## src/rtl/hazard_stall_controller.sv

```systemverilog
// rtl/hazard_stall_controller.sv - ID-stage hazard controller and FP multi-cycle unit sequencer
// Stalls/bubbles ID on load-use, in-flight FP RAW/WAW, unit-busy and reserved WB-slot hazards.
module hazard_stall_controller #(
   parameter int DIV_LAT = 16,
   parameter int WB_DIST = 3
) (
   input  logic       clk,
   input  logic       rst_n,
   input  logic       id_valid,
   input  logic [4:0] id_rs1,
   input  logic [4:0] id_rs2,
   input  logic [4:0] id_rs3,
   input  logic [2:0] id_src_used,
   input  logic [2:0] id_src_fp,
   input  logic [4:0] id_rd,
   input  logic       id_rd_fp,
   input  logic       id_reg_write,
   input  logic       id_is_mcyc,
   input  logic       id_ex_mem_read,
   input  logic [4:0] id_ex_rd,
   input  logic       id_ex_rd_fp,
   input  logic       ex_flush,
   output logic       stall_id,
   output logic       bubble_ex,
   output logic [2:0] stall_cause,
   output logic       mcyc_start,
   output logic       mcyc_busy,
   output logic       mcyc_wb_valid,
   output logic [4:0] mcyc_wb_rd
);

   typedef enum logic [1:0] {IDLE, BUSY, WB} state_t;

   localparam logic [4:0] LAT_M1 = 5'(DIV_LAT - 1);
   localparam logic [4:0] WB_CNT = 5'(WB_DIST - 1);

   state_t     state, state_n;
   logic [4:0] cnt, cnt_n;
   logic [4:0] pend_rd;

   logic load_use, raw_waw, struct_hz, wb_slot, go;

   // x0 never creates a dependency; f0 is an ordinary register.
   function automatic logic src_match(input logic used, input logic fp, input logic [4:0] idx,
                                      input logic [4:0] r, input logic f);
      return used & (fp == f) & (idx == r) & (f | (r != 5'd0));
   endfunction

   function automatic logic any_match(input logic [4:0] r, input logic f);
      return src_match(id_src_used[0], id_src_fp[0], id_rs1, r, f) |
             src_match(id_src_used[1], id_src_fp[1], id_rs2, r, f) |
             src_match(id_src_used[2], id_src_fp[2], id_rs3, r, f);
   endfunction

   always_ff @(posedge clk) begin
      if (!rst_n) begin
         state   <= IDLE;
         cnt     <= 5'd0;
         pend_rd <= 5'd0;
      end else begin
         state <= state_n;
         cnt   <= cnt_n;
         if (mcyc_start) pend_rd <= id_rd;
      end
   end

   always_comb begin
      state_n = state;
      cnt_n   = cnt;
      case (state)
         IDLE: if (mcyc_start) begin
            state_n = BUSY;
            cnt_n   = LAT_M1;
         end
         BUSY: if (cnt == 5'd0) state_n = WB;
               else             cnt_n   = cnt - 5'd1;
         WB:      state_n = IDLE;
         default: state_n = IDLE;
      endcase
   end

   always_comb begin
      load_use  = id_ex_mem_read & any_match(id_ex_rd, id_ex_rd_fp);
      raw_waw   = (state != IDLE) &
                  (any_match(pend_rd, 1'b1) | (id_reg_write & id_rd_fp & (id_rd == pend_rd)));
      struct_hz = id_is_mcyc & (state != IDLE);
      // Keep the ID instruction out of the FP WB port in the cycle the unit owns it.
      wb_slot   = (state == BUSY) & (cnt == WB_CNT);
      go        = id_valid & !ex_flush;

      stall_id      = go & (load_use | raw_waw | struct_hz | wb_slot);
      bubble_ex     = stall_id;
      stall_cause   = go ? {struct_hz | wb_slot, raw_waw, load_use} : 3'b000;
      mcyc_start    = id_valid & id_is_mcyc & (state == IDLE) & !stall_id & !ex_flush;
      mcyc_busy     = (state != IDLE);
      mcyc_wb_valid = (state == WB);
      mcyc_wb_rd    = pend_rd;
   end

endmodule

```

## config.mk

```make
export PLATFORM = sky130hd
export DESIGN_NAME = hazard_stall_controller
export DESIGN_NICKNAME = d
export VERILOG_FILES = /design/src/rtl/hazard_stall_controller.sv
export SDC_FILE = /design/constraint.sdc
export NUM_CORES = 1
export LEC_CHECK = 0
export CAP_MARGIN = 25
export CORE_ASPECT_RATIO = 0.6
export CORE_UTILIZATION = 40
export DETAILED_ROUTE_END_ITERATION = 12
export PLACE_DENSITY = 0.79
export SETUP_SLACK_MARGIN = 0.15
export SLEW_MARGIN = 15
export SYNTH_ARGS = -nofsm -noshare
export SYNTH_HDL_FRONTEND = slang
export SYNTH_SLANG_ARGS = --single-unit
```

## constraint.sdc

```tcl
create_clock -name clk -period 2 [get_ports clk]
set_input_delay 0.2 -clock clk [delete_from_list [all_inputs] [get_ports clk]]
set_output_delay 0.2 -clock clk [all_outputs]
set_load 0.01 [all_outputs]
```

==> flow_summary_export.csv, run 1 <==
group,metric,value,unit
cells_and_area,num_antenna_cells,0,
clock_network,htreeDepth,1,
place,place_inst,234,
setup_path,cp-end-kind,"primary output",
floorplan,placeableCoreArea,2540,um2
place,dp_hpwl,3263,um
run_status,failed_checks,"setup timing",
yosys,synthesis.yosys.warnings,0,
grt,pin_count_of_the_biggest_net_entering_global_routing,16,
clock_network,clock_latency,0.25,ns
cells_and_area,mostFrequentLayoutCell,"sky130_fd_sc_hd__buf_4",
timing,period_share,101.3,%
hold_path,worstHoldPathCells,3,
route,via_count,1360,
hold_path,hold_class,"in2reg",
setup_path,worst-endpoint-arrival,1.83,ns
setup_path,number_of_cells_on_the_worst_reg_to_reg_path,7,
grt,grt_pass1_wl,6789,um
clock_network,cts_root_buf,"sky130_fd_sc_hd__clkbuf_8",
yosys,asyncSetResetFlopFracSynth,0,%
timing,worst_slew_pin_slew,0.5092,ns
route,detailedRoute.firstIterationViolations,75,
cells_and_area,design.final.nets,257,
route,avgRoutedWirePerCell,17.95,um
clock_network,clock_path_buffers,2,
route,route.final.wire_length,4397,um
place,placed_area,1752,um2
route,drc_errors,0,
cells_and_area,finalNonFillerCells,245,
timing,clock.fmax,493.6,MHz
floorplan,io-pin-count,53,
route,antenna_violating_nets_post_route,0,
yosys,synth_sequential_area_ratio,22.17,%
floorplan,die_w,69.19,um
timing,maxSlewHeadroom,65.94,%
place,port-buffer-count,52,
yosys,post_synth_edffs,0,
yosys,netlist_area,1084,um2
power,total_leakage_power,0.9110,nW
cells_and_area,syn_to_final_growth,84.06,%
run_status,outcome,"complete, but fails checks",
setup_path,worstPathRequired,1.80,ns
timing,final_hold_viol_count,0,
timing,skew,0.006727,ns
floorplan,die_height,42.32,um
route,drt-pass1-iter-count,4,
power,vdd_drop_max,440.9,uV
clock_network,cts_tree,"done",
yosys,synthDistinctLibCells,33,
setup_path,r2r_setup_slack,0.40,ns
yosys,yosys_register_bits,12,
floorplan,design.die.area,2928,um2
place,final_weighted_congestion_in_routability_driven_placement,0.9996,
cells_and_area,fin_area,1994,um2
route,route.detailed.vias_per_inst,5.551,
timing,timing.setup.tns,-0.04993,ns
timing,period_minus_slack,2.026,ns
yosys,postSynthCellCount,139,
clock_network,clk_pin_slew,0.05,ns
run,cap_violations,0,
floorplan,start_util,42.66,%
timing,setup_slack,-0.02580,ns
yosys,dominantRegCellSynth,"sky130_fd_sc_hd__dfxtp_1",
floorplan,rows,14,
setup_path,path_max_fanout,3,
setup_path,crit_type,"reg2out",
grt,grt_pass1_vias,1391,
clock_network,clock_sink_count,12,
setup_path,crit_path_start_kind,"flip-flop",
place,post-place-ws,-0.6314,ns
yosys,synthesis.nets,182,
timing,finalSetupViolCount,2,
grt,globalRouteOverflowTotal,0,
cells_and_area,post_route_cells_drive_above_1_share,31.46,%
cells_and_area,most-common-layout-cells,"sky130_fd_sc_hd__buf_4, sky130_fd_sc_hd__clkdlybuf4s50_1, sky130_fd_sc_hd__dlygate4sd2_1, sky130_fd_sc_hd__xor2_1, sky130_fd_sc_hd__xnor2_1",
timing,unrepaired_setup_endpoints_after_global_routing,"true",
grt,initial_antenna_violation_count,0,
grt,track_usage,31.22,%
power,power.density,491.7,nW/um2
timing,final-max-slew-violation-count,0,
yosys,syn_avg_cell_area,7.795,um2
clock_network,numCtsBuffers,3,
## layout make-up
class                      count  area, um2
inverter                       6      22.52
fill                         162      545.5
clock buffer                   4      55.05
multi-input combinational    112      910.9
tap                           32      40.04
timing repair buffer          79      715.7
sequential                    12      250.2
## layer usage
metal / up-vias / share of wire, % / wire, um / GRT usage, %
met3: 14 / 7.8 / 341 / 6.971
met5: - / 0 / 0 / 0
li1: 634 / - / - / -
met1: 648 / 41 / 1810 / 37.87
met2: 64 / 48 / 2098 / 53.98
met4: 0 / 3.3 / 146 / 13.06
## critical path, cell delays in order (launching register included)
cell and delay (ns):
sky130_fd_sc_hd__dfxtp_2 0.33, sky130_fd_sc_hd__xor2_1 0.19, sky130_fd_sc_hd__nor4_2 0.37, sky130_fd_sc_hd__nand4_1 0.16
sky130_fd_sc_hd__and4_4 0.19, sky130_fd_sc_hd__a21oi_2 0.10, sky130_fd_sc_hd__or2_4 0.13, sky130_fd_sc_hd__buf_6 0.09
## where the power goes
| part | leakage, nW | switching (mW) | internal (mW) |
|---|---|---|---|
| Combinational | 0.782 | 0.204 | 0.218 |
| Clock | 0.0288 | 0.0962 | 0.174 |
| Sequential | 0.101 | 0.0269 | 0.261 |
## state kept, by name, summed over array words and instances, names as in the netlist
register	count
cnt	5
mcyc_wb_rd	5
state	2
## what timing repair did
item	in CTS	in global routing
gates resized for setup	83	24
pin swaps	19	19
setup buffers	6	1
hold buffers	0	0
endpoints found under the setup margin	17	17
## path summary, 6_finish.rpt
| kind | from | endpoint |
|---|---|---|
| max | mcyc_wb_rd[2]$_SDFFE_PN0P_ | stall_id |
| max reg2reg | state[0]$_SDFFE_PN0P_ | cnt[3]$_SDFFE_PN0P_ |
| min reg2reg | state[0]$_SDFFE_PN0P_ | state[1]$_SDFFE_PN0P_ |
| min | id_rd[2] | mcyc_wb_rd[2]$_SDFFE_PN0P_ |
## cell usage after synthesis, types with 2 or more instances
cell / instances / area (um2)
sky130_fd_sc_hd__and2_1: 2 / 12.51
sky130_fd_sc_hd__xnor2_1: 19 / 166.4
sky130_fd_sc_hd__a31oi_1: 2 / 12.51
sky130_fd_sc_hd__nand3_1: 9 / 45.04
sky130_fd_sc_hd__nor2b_1: 2 / 12.51
sky130_fd_sc_hd__buf_4: 2 / 15.01
sky130_fd_sc_hd__o21ai_0: 7 / 35.03
sky130_fd_sc_hd__xor2_1: 19 / 166.4
sky130_fd_sc_hd__nor4_1: 5 / 31.28
sky130_fd_sc_hd__inv_1: 6 / 22.52
sky130_fd_sc_hd__nor3_1: 4 / 20.02
sky130_fd_sc_hd__nor2_1: 6 / 22.52
sky130_fd_sc_hd__dfxtp_1: 12 / 240.2
sky130_fd_sc_hd__nand4_1: 7 / 43.79
sky130_fd_sc_hd__clkbuf_1: 6 / 22.52
sky130_fd_sc_hd__nand2_1: 10 / 37.54
sky130_fd_sc_hd__ha_1: 3 / 37.54
sky130_fd_sc_hd__a21oi_1: 2 / 10.01
sky130_fd_sc_hd__o211a_1: 2 / 20.02
## through the flow
stage	power, mW	utilization (%)	hold WS, ns
6_report	0.9807	78.52	0.2858
5_1_grt	1.024	78.52	0.2842
4_1_cts	0.9478	75.12	0.3891
3_5_place_dp	0.6592	68.97	0.5278
3_3_place_gp	0.6388	68.97	0.5117
2_1_floorplan	0.4605	-	0.3304
## cells by family after synthesis
family	share of synthesized area, %
buffers and inverters	6.003
adder cells (fa/ha/maj)	3.465
XOR/XNOR	30.72
flip-flops	22.17
AO/OA/AOI/OAI	13.05
AND/OR/NAND/NOR	24.60
Note: power is estimated with default switching activity, not from simulation.
==> run 2, diff against run 1 <==
Settings changed: CORE_UTILIZATION 40 to 25, PLACE_DENSITY 0.79 to unset.
==> flow_summary_export.csv, run 2 (synthesized netlist as in run 1, its figures left out) <==
group,metric,value,unit
run_status,outcome,"complete, no violations",
power,seq_power_share,31.4,%
floorplan,die_height,53.00,um
cells_and_area,post_route_cells_drive_above_1_share,33.49,%
power,p_int,0.6206,mW
timing,unrepaired_setup_endpoints_after_global_routing,"true",
cells_and_area,most-common-layout-cells,"sky130_fd_sc_hd__buf_4, sky130_fd_sc_hd__clkdlybuf4s50_1, sky130_fd_sc_hd__xor2_1, sky130_fd_sc_hd__xnor2_1, sky130_fd_sc_hd__buf_6",
route,avgRoutedWirePerCell,13.13,um
timing,finalSetupViolCount,0,
grt,track_usage,16.02,%
grt,globalRouteOverflowTotal,0,
timing,skew,0.003861,ns
cells_and_area,final_core_util,50.03,%
clock_network,clk_pin_slew,0.05,ns
power,p_total,0.9132,mW
route,detailedRoute.firstIterationViolations,31,
timing,final-max-slew-violation-count,0,
hold_path,hold_class,"in2reg",
route,drc_errors,0,
setup_path,worstPathRequired,1.80,ns
place,post-place-ws,-0.6268,ns
clock_network,cts_tree,"done",
timing,setup_slack,0.003840,ns
clock_network,numCtsBuffers,3,
power,pwr-share-clk,23.9,%
power,total_leakage_power,0.9675,nW
clock_network,htreeDepth,1,
power,vdd_drop_max,217.6,uV
route,via_count,1242,
setup_path,crit_path_start_kind,"flip-flop",
route,drt-pass1-iter-count,4,
clock_network,cts_root_buf,"sky130_fd_sc_hd__clkbuf_8",
route,route.final.wire_length,3649,um
clock_network,clock_latency,0.24,ns
place,port-buffer-count,52,
timing,timing.setup.tns,0,ns
floorplan,die_w,86.99,um
power,swShare,32.04,%
cells_and_area,syn_to_final_growth,90.30,%
floorplan,start_util,26.29,%
timing,final_hold_viol_count,0,
place,dp_hpwl,2954,um
timing,maxSlewHeadroom,70.78,%
setup_path,cp-end-kind,"primary output",
grt,grt_pass1_vias,1120,
timing,clock.fmax,501.0,MHz
route,antenna_violating_nets_post_route,0,
cells_and_area,design.final.nets,263,
power,power.density,442.9,nW/um2
setup_path,r2r_setup_slack,0.41,ns
floorplan,rows,18,
grt,initial_antenna_violation_count,0,
floorplan,design.die.area,4610,um2
power,netSwitchingPower,0.2926,mW
timing,period_minus_slack,1.996,ns
route,route.detailed.vias_per_inst,4.468,
timing,period_share,99.81,%
grt,grt_pass1_wl,5382,um
cells_and_area,mostFrequentLayoutCell,"sky130_fd_sc_hd__buf_4",
timing,worst_slew_pin_slew,0.4370,ns
place,final_weighted_congestion_in_routability_driven_placement,0.7908,
power,power_frac_comb,44.7,%
setup_path,path_max_fanout,5,
run,cap_violations,0,
clock_network,cts-hold-fix-buffers,0,
clock_network,clock_path_buffers,2,
floorplan,io-pin-count,53,
cells_and_area,fillerInstances,401,
grt,pin_count_of_the_biggest_net_entering_global_routing,12,
cells_and_area,num_antenna_cells,0,
floorplan,placeableCoreArea,4121,um2
setup_path,crit_type,"reg2out",
clock_network,clock_sink_count,12,
timing,hold-worst-slack,0.3715,ns
setup_path,worst-endpoint-arrival,1.80,ns
[run 2: cell types whose count changed in the layout (fill, tap and decap cells not counted), sizes merged]
cell,previous run,this run
buf,36,41
clkdlybuf4s15,2,1
dlymetal6s2s,4,10
dlygate4sd2,17,10
clkbuf,5,7
[run 2: per-stage QoR]
| stage | instance area (um2) | cells |
|---|---|---|
| after CTS | 1961 | 277 |
| after global routing | 2062 | 278 |
| after floorplan | 1084 | 139 |
| after detailed placement | 1839 | 269 |
| final | 2062 | 278 |
| after global placement | 1839 | 269 |
[run 2: repair_timing]
action	in CTS	in global routing
setup endpoints to repair	17	16
gates resized for setup	74	35
setup buffers	5	1
pin swaps	17	12
[run 2: routing by layer]
metal	vias to the layer above	GRT usage [%]	routed length [um]
met5	-	0	0
met4	0	2.500	0
met3	0	4.836	224
met2	38	21.39	1404
met1	561	24.56	2020
li1	643	-	-
[run 2: power by group through the flow]
stage	Combinational, mW	Sequential [mW]	Clock (mW)
after floorplan	0.176	0.284	0
after detailed placement	0.368	0.290	0
after CTS	0.384	0.286	0.228
after global placement	0.366	0.289	0
after global routing	0.440	0.289	0.242
final	0.408	0.287	0.218
[run 2: cell type report]
| cell class | count | area [um2] | area share (%) |
|---|---|---|---|
| Inverter | 6 | 22.52 | 1.092 |
| Multi-Input combinational cell | 112 | 892.1 | 43.26 |
| Clock buffer | 3 | 41.29 | 2.002 |
| Sequential cell | 12 | 249.0 | 12.08 |
| Timing Repair Buffer | 85 | 782.0 | 37.92 |
| Tap cell | 60 | 75.07 | 3.641 |
[run 2: critical path, cell delays in order (launching register included)]
cell	delay [ns]
sky130_fd_sc_hd__dfxtp_4	0.37
sky130_fd_sc_hd__buf_6	0.12
sky130_fd_sc_hd__xor2_1	0.15
sky130_fd_sc_hd__nor4_2	0.22
sky130_fd_sc_hd__nand4_1	0.16
sky130_fd_sc_hd__and4_4	0.20
sky130_fd_sc_hd__a21oi_2	0.11
sky130_fd_sc_hd__or2_4	0.14
sky130_fd_sc_hd__buf_6	0.10
[run 2: worst paths after layout]
kind	from	to	cells after the start
min	id_rd[0]	mcyc_wb_rd[0]$_SDFFE_PN0P_	3
max	mcyc_wb_rd[4]$_SDFFE_PN0P_	bubble_ex	8
max reg2reg	state[0]$_SDFFE_PN0P_	cnt[3]$_SDFFE_PN0P_	7
min reg2reg	state[0]$_SDFFE_PN0P_	state[1]$_SDFFE_PN0P_	2
